File: src/rtl/sprite_mem_loader_if.sv
// Sprite loader bus bundle: Avalon-MM CSR port, pixel stream port,
// sprite memory write port and status outputs.
//
// Pixel stream handshake: a beat transfers on a rising clock edge where
// Pix_Valid and Pix_Ready are both high. The source holds Pix_Data stable
// while Pix_Valid is high and not yet accepted. Pix_Ready never depends on
// Pix_Valid.
interface sprite_mem_loader_if #(
  parameter int ADDR_W = 12,
  parameter int DATA_W = 16
);
  logic [1:0]        AVL_CSR_Address;
  logic              AVL_CSR_Read;
  logic              AVL_CSR_Write;
  logic [31:0]       AVL_CSR_WriteData;
  logic [31:0]       AVL_CSR_ReadData;
  logic              Pix_Valid;
  logic [DATA_W-1:0] Pix_Data;
  logic              Pix_Ready;
  logic [ADDR_W-1:0] MEM_Addr;
  logic [DATA_W-1:0] MEM_WriteData;
  logic              MEM_Write;
  logic              Busy;
  logic              IRQ;

  // Loader side
  modport slave (
    input  AVL_CSR_Address, AVL_CSR_Read, AVL_CSR_Write, AVL_CSR_WriteData,
    input  Pix_Valid, Pix_Data,
    output AVL_CSR_ReadData, Pix_Ready, MEM_Addr, MEM_WriteData, MEM_Write,
    output Busy, IRQ
  );

  // Host / stream source / memory side
  modport master (
    output AVL_CSR_Address, AVL_CSR_Read, AVL_CSR_Write, AVL_CSR_WriteData,
    output Pix_Valid, Pix_Data,
    input  AVL_CSR_ReadData, Pix_Ready, MEM_Addr, MEM_WriteData, MEM_Write,
    input  Busy, IRQ
  );
endinterface

File: src/rtl/sprite_mem_loader.sv
// Sprite memory loader: host programs base/size over CSRs, then streams
// pixels which are written row-major at base + linear index, one memory
// write per accepted pixel, one cycle after its handshake.
module sprite_mem_loader #(
  parameter int ADDR_W    = 12,
  parameter int DATA_W    = 16,
  parameter int MEM_DEPTH = 4096
) (
  input  logic                Clk,
  input  logic                Reset_n,
  sprite_mem_loader_if.slave  bus,
  output logic [1:0]          dbg_state
);
  localparam int CNT_W = ADDR_W + 1;

  typedef enum logic [1:0] {S_IDLE, S_CHECK, S_LOAD, S_DONE} state_t;

  state_t            state_q, state_d;
  logic [ADDR_W-1:0] base_q, base_d, wbase_q, wbase_d;
  logic [15:0]       width_q, width_d, height_q, height_d;
  logic [15:0]       wwidth_q, wwidth_d, wheight_q, wheight_d;
  logic [CNT_W-1:0]  total_q, total_d, count_q, count_d;
  logic              irq_en_q, irq_en_d, done_q, done_d, error_q, error_d;
  logic              wr_q, wr_d;
  logic [ADDR_W-1:0] wr_addr_q, wr_addr_d;
  logic [DATA_W-1:0] wr_data_q, wr_data_d;
  logic [31:0]       rdata_q, rdata_d;

  logic              busy, pix_ready, hs, start_req, abort_req;
  logic [31:0]       total32, status;
  logic [32:0]       end_sum;
  logic [CNT_W-1:0]  count_inc;

  // Decode strobes, handshake and sizing arithmetic
  always_comb begin
    pix_ready = (state_q == S_LOAD);
    busy      = (state_q != S_IDLE) || wr_q;
    hs        = bus.Pix_Valid && pix_ready;
    abort_req = bus.AVL_CSR_Write && (bus.AVL_CSR_Address == 2'd0) &&
                bus.AVL_CSR_WriteData[1];
    start_req = bus.AVL_CSR_Write && (bus.AVL_CSR_Address == 2'd0) &&
                bus.AVL_CSR_WriteData[0] && !bus.AVL_CSR_WriteData[1];
    total32   = 32'(wwidth_q) * 32'(wheight_q);
    end_sum   = 33'(wbase_q) + 33'(total32);
    count_inc = count_q + CNT_W'(1);
    status    = '0;
    status[0] = busy;
    status[1] = done_q;
    status[2] = error_q;
    status[16 +: ADDR_W] = count_q[ADDR_W-1:0];
  end

  // CSR updates, FSM next state and write pipeline
  always_comb begin
    state_d   = state_q;
    base_d    = base_q;
    width_d   = width_q;
    height_d  = height_q;
    wbase_d   = wbase_q;
    wwidth_d  = wwidth_q;
    wheight_d = wheight_q;
    total_d   = total_q;
    count_d   = count_q;
    irq_en_d  = irq_en_q;
    done_d    = done_q;
    error_d   = error_q;
    wr_d      = 1'b0;
    wr_addr_d = wr_addr_q;
    wr_data_d = wr_data_q;
    rdata_d   = rdata_q;

    if (bus.AVL_CSR_Write) begin
      case (bus.AVL_CSR_Address)
        2'd0: irq_en_d = bus.AVL_CSR_WriteData[2];
        2'd1: if (!busy) base_d = bus.AVL_CSR_WriteData[ADDR_W-1:0];
        2'd2: if (!busy) begin
          width_d  = bus.AVL_CSR_WriteData[15:0];
          height_d = bus.AVL_CSR_WriteData[31:16];
        end
        default: begin
          if (bus.AVL_CSR_WriteData[1]) done_d  = 1'b0;
          if (bus.AVL_CSR_WriteData[2]) error_d = 1'b0;
        end
      endcase
    end

    if (bus.AVL_CSR_Read) begin
      case (bus.AVL_CSR_Address)
        2'd0:    rdata_d = {29'd0, irq_en_q, 2'b00};
        2'd1:    rdata_d = 32'(base_q);
        2'd2:    rdata_d = {height_q, width_q};
        default: rdata_d = status;
      endcase
    end

    case (state_q)
      S_IDLE: begin
        if (start_req) begin
          state_d   = S_CHECK;
          done_d    = 1'b0;
          error_d   = 1'b0;
          count_d   = '0;
          wbase_d   = base_q;
          wwidth_d  = width_q;
          wheight_d = height_q;
        end
      end
      S_CHECK: begin
        if (abort_req) begin
          state_d = S_IDLE;
        end else if (wwidth_q == 16'd0 || wheight_q == 16'd0 ||
                     end_sum > 33'(MEM_DEPTH)) begin
          error_d = 1'b1;
          state_d = S_IDLE;
        end else begin
          total_d = total32[CNT_W-1:0];
          state_d = S_LOAD;
        end
      end
      S_LOAD: begin
        if (hs) begin
          wr_d      = 1'b1;
          wr_addr_d = wbase_q + count_q[ADDR_W-1:0];
          wr_data_d = bus.Pix_Data;
          count_d   = count_inc;
          if (count_inc == total_q) state_d = S_DONE;
        end
        if (abort_req) state_d = S_IDLE;
      end
      default: begin
        if (!abort_req) done_d = 1'b1;
        state_d = S_IDLE;
      end
    endcase
  end

  // State and register bank
  always_ff @(posedge Clk or negedge Reset_n) begin
    if (!Reset_n) begin
      state_q   <= S_IDLE;
      base_q    <= '0;
      width_q   <= '0;
      height_q  <= '0;
      wbase_q   <= '0;
      wwidth_q  <= '0;
      wheight_q <= '0;
      total_q   <= '0;
      count_q   <= '0;
      irq_en_q  <= 1'b0;
      done_q    <= 1'b0;
      error_q   <= 1'b0;
      wr_q      <= 1'b0;
      wr_addr_q <= '0;
      wr_data_q <= '0;
      rdata_q   <= '0;
    end else begin
      state_q   <= state_d;
      base_q    <= base_d;
      width_q   <= width_d;
      height_q  <= height_d;
      wbase_q   <= wbase_d;
      wwidth_q  <= wwidth_d;
      wheight_q <= wheight_d;
      total_q   <= total_d;
      count_q   <= count_d;
      irq_en_q  <= irq_en_d;
      done_q    <= done_d;
      error_q   <= error_d;
      wr_q      <= wr_d;
      wr_addr_q <= wr_addr_d;
      wr_data_q <= wr_data_d;
      rdata_q   <= rdata_d;
    end
  end

  assign bus.Pix_Ready        = pix_ready;
  assign bus.MEM_Write        = wr_q;
  assign bus.MEM_Addr         = wr_addr_q;
  assign bus.MEM_WriteData    = wr_data_q;
  assign bus.Busy             = busy;
  assign bus.IRQ              = done_q & irq_en_q;
  assign bus.AVL_CSR_ReadData = rdata_q;
  assign dbg_state            = state_q;
endmodule

File: src/flat_wrapper.sv
// flat-port wrapper written by rule: the top's interface ports become plain ports
module sprite_mem_loader_flat 
#(
  parameter int ADDR_W    = 12,
  parameter int DATA_W    = 16,
  parameter int MEM_DEPTH = 4096
)
  (Clk, Reset_n, dbg_state, bus_AVL_CSR_Address, bus_AVL_CSR_Read, bus_AVL_CSR_Write, bus_AVL_CSR_WriteData, bus_Pix_Valid, bus_Pix_Data, bus_AVL_CSR_ReadData, bus_Pix_Ready, bus_MEM_Addr, bus_MEM_WriteData, bus_MEM_Write, bus_Busy, bus_IRQ);
  sprite_mem_loader_if #(.ADDR_W(ADDR_W), .DATA_W(DATA_W)) bus_i ();
  input  logic Clk;
  input  logic Reset_n;
  output logic [1:0] dbg_state;
  input wire logic [$bits(bus_i.AVL_CSR_Address)-1:0] bus_AVL_CSR_Address;
  input wire logic [$bits(bus_i.AVL_CSR_Read)-1:0] bus_AVL_CSR_Read;
  input wire logic [$bits(bus_i.AVL_CSR_Write)-1:0] bus_AVL_CSR_Write;
  input wire logic [$bits(bus_i.AVL_CSR_WriteData)-1:0] bus_AVL_CSR_WriteData;
  input wire logic [$bits(bus_i.Pix_Valid)-1:0] bus_Pix_Valid;
  input wire logic [$bits(bus_i.Pix_Data)-1:0] bus_Pix_Data;
  output wire logic [$bits(bus_i.AVL_CSR_ReadData)-1:0] bus_AVL_CSR_ReadData;
  output wire logic [$bits(bus_i.Pix_Ready)-1:0] bus_Pix_Ready;
  output wire logic [$bits(bus_i.MEM_Addr)-1:0] bus_MEM_Addr;
  output wire logic [$bits(bus_i.MEM_WriteData)-1:0] bus_MEM_WriteData;
  output wire logic [$bits(bus_i.MEM_Write)-1:0] bus_MEM_Write;
  output wire logic [$bits(bus_i.Busy)-1:0] bus_Busy;
  output wire logic [$bits(bus_i.IRQ)-1:0] bus_IRQ;
  assign bus_i.AVL_CSR_Address = bus_AVL_CSR_Address;
  assign bus_i.AVL_CSR_Read = bus_AVL_CSR_Read;
  assign bus_i.AVL_CSR_Write = bus_AVL_CSR_Write;
  assign bus_i.AVL_CSR_WriteData = bus_AVL_CSR_WriteData;
  assign bus_i.Pix_Valid = bus_Pix_Valid;
  assign bus_i.Pix_Data = bus_Pix_Data;
  assign bus_AVL_CSR_ReadData = bus_i.AVL_CSR_ReadData;
  assign bus_Pix_Ready = bus_i.Pix_Ready;
  assign bus_MEM_Addr = bus_i.MEM_Addr;
  assign bus_MEM_WriteData = bus_i.MEM_WriteData;
  assign bus_MEM_Write = bus_i.MEM_Write;
  assign bus_Busy = bus_i.Busy;
  assign bus_IRQ = bus_i.IRQ;
  sprite_mem_loader #(.ADDR_W(ADDR_W), .DATA_W(DATA_W), .MEM_DEPTH(MEM_DEPTH)) u_core (.Clk(Clk), .Reset_n(Reset_n), .bus(bus_i), .dbg_state(dbg_state));
endmodule
File: config.mk
export PLATFORM = sky130hd
export DESIGN_NAME = sprite_mem_loader_flat
export DESIGN_NICKNAME = d
export VERILOG_FILES = /design/src/rtl/sprite_mem_loader_if.sv /design/src/rtl/sprite_mem_loader.sv /design/src/flat_wrapper.sv
export SDC_FILE = /design/constraint.sdc
export NUM_CORES = 1
export LEC_CHECK = 0
export ABC_AREA = 1
export CORE_MARGIN = 2
export CORE_UTILIZATION = 30
export CTS_BUF_LIST = sky130_fd_sc_hd__clkbuf_16
export DETAILED_ROUTE_END_ITERATION = 8
export GPL_ROUTABILITY_DRIVEN = 0
export PLACE_DENSITY = 0.46
export SLEW_MARGIN = 40
export SYNTH_ARGS = -nofsm -noshare
export SYNTH_HDL_FRONTEND = slang
export SYNTH_SLANG_ARGS = --single-unit
File: constraint.sdc
create_clock -name Clk -period 6.95 [get_ports Clk]
set_input_delay 1.39 -clock Clk [delete_from_list [all_inputs] [get_ports Clk]]
set_output_delay 1.39 -clock Clk [all_outputs]
set_load 0.005 [all_outputs]
After elaboration in Yosys (flattened, before gate mapping)
Cells that the tools add are included.
- output and inout port bits: 66
- bits of input ports: 55
- register bits after elaboration: 180
- $lt $le $gt $ge: 1
- reductions and logical operators: 25
- $add $sub $neg: 3
- bitwise operators: 4
- muxes and demuxes: 26
- equality and inequality tests: 9
- multipliers: 1
- operators by type and width (cell ; count):
    $pmux W32 S3 ; 1
    $add A12 B32 Y33 ; 1
    $gt A33 B13 Y1 const B ; 1
    $logic_not A16 Y1 ; 2
    $mul A16 B16 Y32 ; 1
    $mux W13 ; 2
    $pmux W13 S2 ; 1
    $reduce_and A3 Y1 ; 5
    $add A13 B1 Y13 const B ; 1
    $eq A13 B13 Y1 ; 1
    $mux W1 ; 13
    $add A12 B12 Y12 ; 1
    $mux W2 ; 6
    $ne A3 B1 Y1 const B ; 2
    $pmux W2 S3 ; 1
    $reduce_and A2 Y1 ; 3
    $logic_and A1 B1 Y1 ; 5
    $eq A2 B1 Y1 const B ; 2
    $eq A2 B2 Y1 const B ; 2
    $logic_not A2 Y1 ; 2
    $ne A2 B1 Y1 const B ; 2
    $pmux W1 S2 ; 2
    $reduce_bool A2 Y1 ; 2
    $logic_or A1 B1 Y1 ; 3
    5 further kinds ; 7

Logic depth before layout (Yosys ltp)
Gate-level depths: netlist of the first run.
- depth after elaboration: 7
- mapped depth: 43
- gate-level depth less buffers: 41

Least setup slack after synthesis of the first run
No wires, ideal clock.
- path type: register -> register
- from: register u_core.wwidth_q[4]
- to: register u_core.total_q[5]
- data arrival time: 6.765 ns
- buffers on the path: 3
- period minus slack after synthesis: 6.883 ns
- stages on the path, launching flop included: 40
- library setup time: 0.118 ns
- path slack: 0.067 ns
- cell sequence: dfrtp_1 clkbuf_1 clkbuf_1 nand2_1 fa_1 fa_1 fa_1 inv_1 ha_1 inv_1 fa_1 fa_1 inv_1 ha_1 nand2_1 inv_1 nand2_1 nand2_1 [... 4 more ...] nand2_1 nor2_1 nand3_1 nand2_1 nand3_2 nor2_8 nand2_4 nor2_4 nand2_1 nand2_1 nand2_1 nor2_1 nand2_1 nor2_4 nand3_4 buf_6 nand2_2 o21ai_2
- cells in the longest elaborated chain, start to end: 6
- elaborated cells between the ends (all ways): 8
- classes of those cells: add/sub (1); mul (1); order compare (1); bitwise (1); reduce/logical (4)
- ends and longest elaborated chain (element ; RTL line ; source):
    start: declaration ; sprite_mem_loader.sv:21 ; logic [15:0] wwidth_q, wwidth_d, wheight_q, wheight_d;
    start signal: assignment ; sprite_mem_loader.sv:162 ; wwidth_q <= wwidth_d;
    $mul A16 B16 Y32 ; sprite_mem_loader.sv:43 ; total32 = 32'(wwidth_q) * 32'(wheight_q);
    net u_core.total32[11] ; sprite_mem_loader.sv:30 ; logic [31:0] total32, status;
    $add A12 B32 Y33 ; sprite_mem_loader.sv:44 ; end_sum = 33'(wbase_q) + 33'(total32);
    $gt A33 B13 Y1 ; sprite_mem_loader.sv:112 ; end_sum > 33'(MEM_DEPTH)) begin
    $logic_or A1 B1 Y1 ; sprite_mem_loader.sv:111 ; end else if (wwidth_q == 16'd0 || wheight_q == 16'd0 ||
    $not A1 Y1 (no line) ; n/a ;
    $reduce_and A3 Y1 (no line) ; n/a ;
    end signal: assignment ; sprite_mem_loader.sv:164 ; total_q <= total_d;
    end: declaration ; sprite_mem_loader.sv:22 ; logic [CNT_W-1:0] total_q, total_d, count_q, count_d;
The timed path passes the listed nets, and every way through them passes these cells.
A chain may end at the register's enable or synchronous reset.

Worst setup path in the final report of the first run
- from: register u_core.wwidth_q[5]
- to: register u_core.total_q[11]
The elaborated chain is that of the path after synthesis.

==> results of run 1 <==
## sequential cells by signal, indices dropped and copies added, names as in the netlist
register	count
u_core.height_q	16
u_core.count_q	13
u_core.width_q	16
u_core.bus.MEM_WriteData	16
u_core.error_q	1
u_core.wheight_q	16
u_core.total_q	13
u_core.irq_en_q	1
u_core.wbase_q	12
u_core.wwidth_q	16
u_core.bus.MEM_Write	1
u_core.bus.MEM_Addr	12
u_core.done_q	1
u_core.bus.AVL_CSR_ReadData	32
u_core.dbg_state	2
u_core.base_q	12
## stage by stage
| step | std cells | utilization [%] | hold WS, ps | setup WS, ps | area [µm²] |
|---|---|---|---|---|---|
| 6_report | 3650 | 38.36 | 485.4 | 199.4 | 24070 |
| 5_1_grt | 3650 | 38.36 | 510.5 | -102.9 | 24070 |
| 4_1_cts | 3611 | 36.38 | 485.4 | 58.92 | 22820 |
| 3_5_place_dp | 3575 | 34.93 | 463.6 | -175.8 | 21920 |
| 3_3_place_gp | 3574 | 34.89 | 464.8 | -133.9 | 21890 |
| 2_1_floorplan | 2580 | - | 460.9 | 66.89 | 18960 |
## kinds of logic after synthesis
group,count (synthesis),synth area share (%)
simple gates,1116,24.30
buf+inv,677,13.48
fa+ha+maj,328,29.41
compound gates,233,6.911
flops,180,23.76
xor+xnor,45,2.079
mux,1,0.05940
## final cells by class
class	count	share of cell area [%]
multi-input cells	1723	53.98
flip-flops and latches	180	18.84
repair buffers	293	11.34
inverters	577	9.009
well taps	846	4.398
clock buffers	17	1.768
clock inverters	14	0.6654
## synthesized netlist by cell type (7+ instances only)
library cell,number,share of area (%)
nor2_1,110,2.2
clkinv_1,7,0.14
o21ai_2,13,0.60
buf_1,17,0.34
nand2_2,24,0.79
nor2_2,12,0.40
a31oi_1,21,0.69
xor2_1,28,1.3
nand4_1,23,0.76
xnor2_1,17,0.79
o22ai_1,13,0.43
nor4_1,8,0.26
nand3_2,7,0.37
o31ai_1,11,0.44
nand2_1,841,17
a21oi_1,42,1.1
clkbuf_1,81,1.6
o21ai_0,124,3.3
ha_1,132,8.7
nand3_1,67,1.8
dfrtp_1,180,24
inv_1,565,11
fa_1,196,21
## timing repair
action	in CTS	in global routing
pin swaps	10	151
cloned	1	1
setup endpoints to repair	15	15
setup buffers	4	39
hold endpoints to repair	0	0
resized for setup	66	261
## routing by layer
| layer | up-vias | global-route usage, % |
|---|---|---|
| met5 | - | 0 |
| met3 | 61 | 1.637 |
| met4 | 0 | 3.889 |
| li1 | 8102 | - |
| met1 | 8144 | 24.95 |
| met2 | 284 | 30.24 |
## worst max-delay path: cells and delay by family, from the launching register on
kind                       cells  cell delay (ps)
DFF                            1              480
AOI/OAI and AO/OA              2              190
and+or+nand+nor               17             1810
buffers and inverters          7              660
adders and majority gates      8             3080
xor gates and xnor gates       2              400
## cell usage in the layout (no fill, tap or decap), types with 23 or more instances in the layout
cell	count
inv_2	33
dfrtp_1	155
nor2_4	30
nand4_1	23
buf_4	147
ha_1	108
nand2_2	87
nor2_1	87
o21ai_0	118
dfrtp_2	25
clkdlybuf4s50_1	119
nand2_4	29
nand2_1	749
inv_1	536
nand3_1	57
xor2_1	24
fa_1	189
a21oi_1	29
## worst max path at each step
stage | end | slack, ps | depth (start not counted)
2_1_floorplan | u_core.total_q[5] | 70 | 39
3_3_place_gp | u_core.total_q[0] | -130 | 34
6_report | u_core.total_q[11] | 200 | 36
5_1_grt | u_core.total_q[10] | -100 | 36
3_5_place_dp | u_core.total_q[4] | -180 | 31
4_1_cts | u_core.total_q[0] | 60 | 35
==> flow_summary.yaml, run 1 <==
layout:
  final_net_count: 3175
  seqCellArea_um2: 4536
  nFillCells: 6562
  antenna_cells: 0
  layout-drive-gt1-share_pct: 18.19
  multi_input_area_um2: 12990
  areaGrowthSynthToFinish_pct: 26.96
timing:
  slew_violations: 0
  hold_violations: 0
  skew_ps: 13.22
  tns_ps: 0
  fmax_ghz: 0.1481
  tightest_slew_ps: 802.3
  rsz0062_at_grt: "yes"
  period_share_pct: 97.13
  period_minus_slack_ps: 6751
  setup_viol: 0
  slew_headroom_pct: 46.52
critical_path:
  reg2reg_to: "u_core.total_q[11]"
  crit_arrival_ps: 7100
  critPathKind: "flop to flop"
  worstReg2RegStart: "u_core.wwidth_q[5]"
  crit_path_end_kind: "flop"
  cp_slowest_stage_delay_ps: 500
  cp_slowest_cell: "fa_1"
  reg2regPathDepth: 36
  required_ps: 7300
  cp_common_cell: "nand2_2"
  crit_path_start_kind: "flop"
  crit_fanout: 7
  reg2reg_slack_ps: 200
  cp-startpoint: "u_core.wwidth_q[5]"
clock_network:
  cts_buffers: 17
  cts_tree: "done"
  cts.sinks: 180
  ctsHoldBuffers: 0
  clk_pin_slew_ps: 80
  clockRootBuffer: "clkbuf_16"
  h-tree-depth: 4
  insertion_delay_ps: 450
  cts_buffer_depth: 2
die:
  dieArea_um2: 65220
  core_area_um2: 62740
  die_h_um: 255.4
  num_rows: 92
  initial_utilization_pct: 30.22
  io_pins: 121
  die_w_um: 255.4
grt:
  grt_pass1_wl_um: 93740
  grt-ovfl-total: 0
  grt_pass1_vias: 17180
  grt_use_total_pct: 17.93
  grt_max_degree: 91
  antenna_found_initial: 2
synth:
  async_flop_share_pct: 100.0
  yosysWarnings: 0
  netlist_area_um2: 18960
  syn_nets: 2963
  postSynthCellCount: 2580
  synth_ff_type: "dfrtp_1"
  synth_seq_cells: 180
  seq_area_frac_synth_pct: 23.76
  synth_edf_count: 0
  avgSynthCellArea_um2: 7.348
  synth_cell_types: 44
drt:
  drt_iter0_drc: 848
  vias_per_cell: 4.545
  ant_nets: 0
  drc: 0
  routedWlPerCell_um: 15.79
  routed_wl_um: 57650
  via_count: 16590
  route.met2.wl_um: 28230
  wl_met1_um: 26780
  dr_wl_met3_um: 1731
  dr.pass1.iters: 7
  highest_layer: "met4"
hold_path:
  min_path_cells: 2
  hold_class: "flop to flop"
  hold_end: "u_core.bus.MEM_WriteData[10]"
  hp-start: "u_core.bus.MEM_WriteData[10]"
placed_design:
  hpwlAfterDp_um: 47030
  port_buffers: 120
outcome:
  run_status: "finished clean"
flow_run:
  maxCapViolations: 0
Power of run 1 is not shown: default switching activity piles up to over one toggle a cycle in this logic, so the estimate is an artifact.
==> run 2, diff against run 1 <==
--- a/config.mk
+++ b/config.mk
@@ -8,7 +8,6 @@
 export ABC_AREA = 1
 export CORE_MARGIN = 2
 export CORE_UTILIZATION = 30
-export CTS_BUF_LIST = sky130_fd_sc_hd__clkbuf_16
 export DETAILED_ROUTE_END_ITERATION = 8
 export GPL_ROUTABILITY_DRIVEN = 0
 export PLACE_DENSITY = 0.46
==> results of run 2 <==
Same layout as run 1: the final DEF is identical, and so are final timing and power.
Power of run 2 is left out for the same reason.
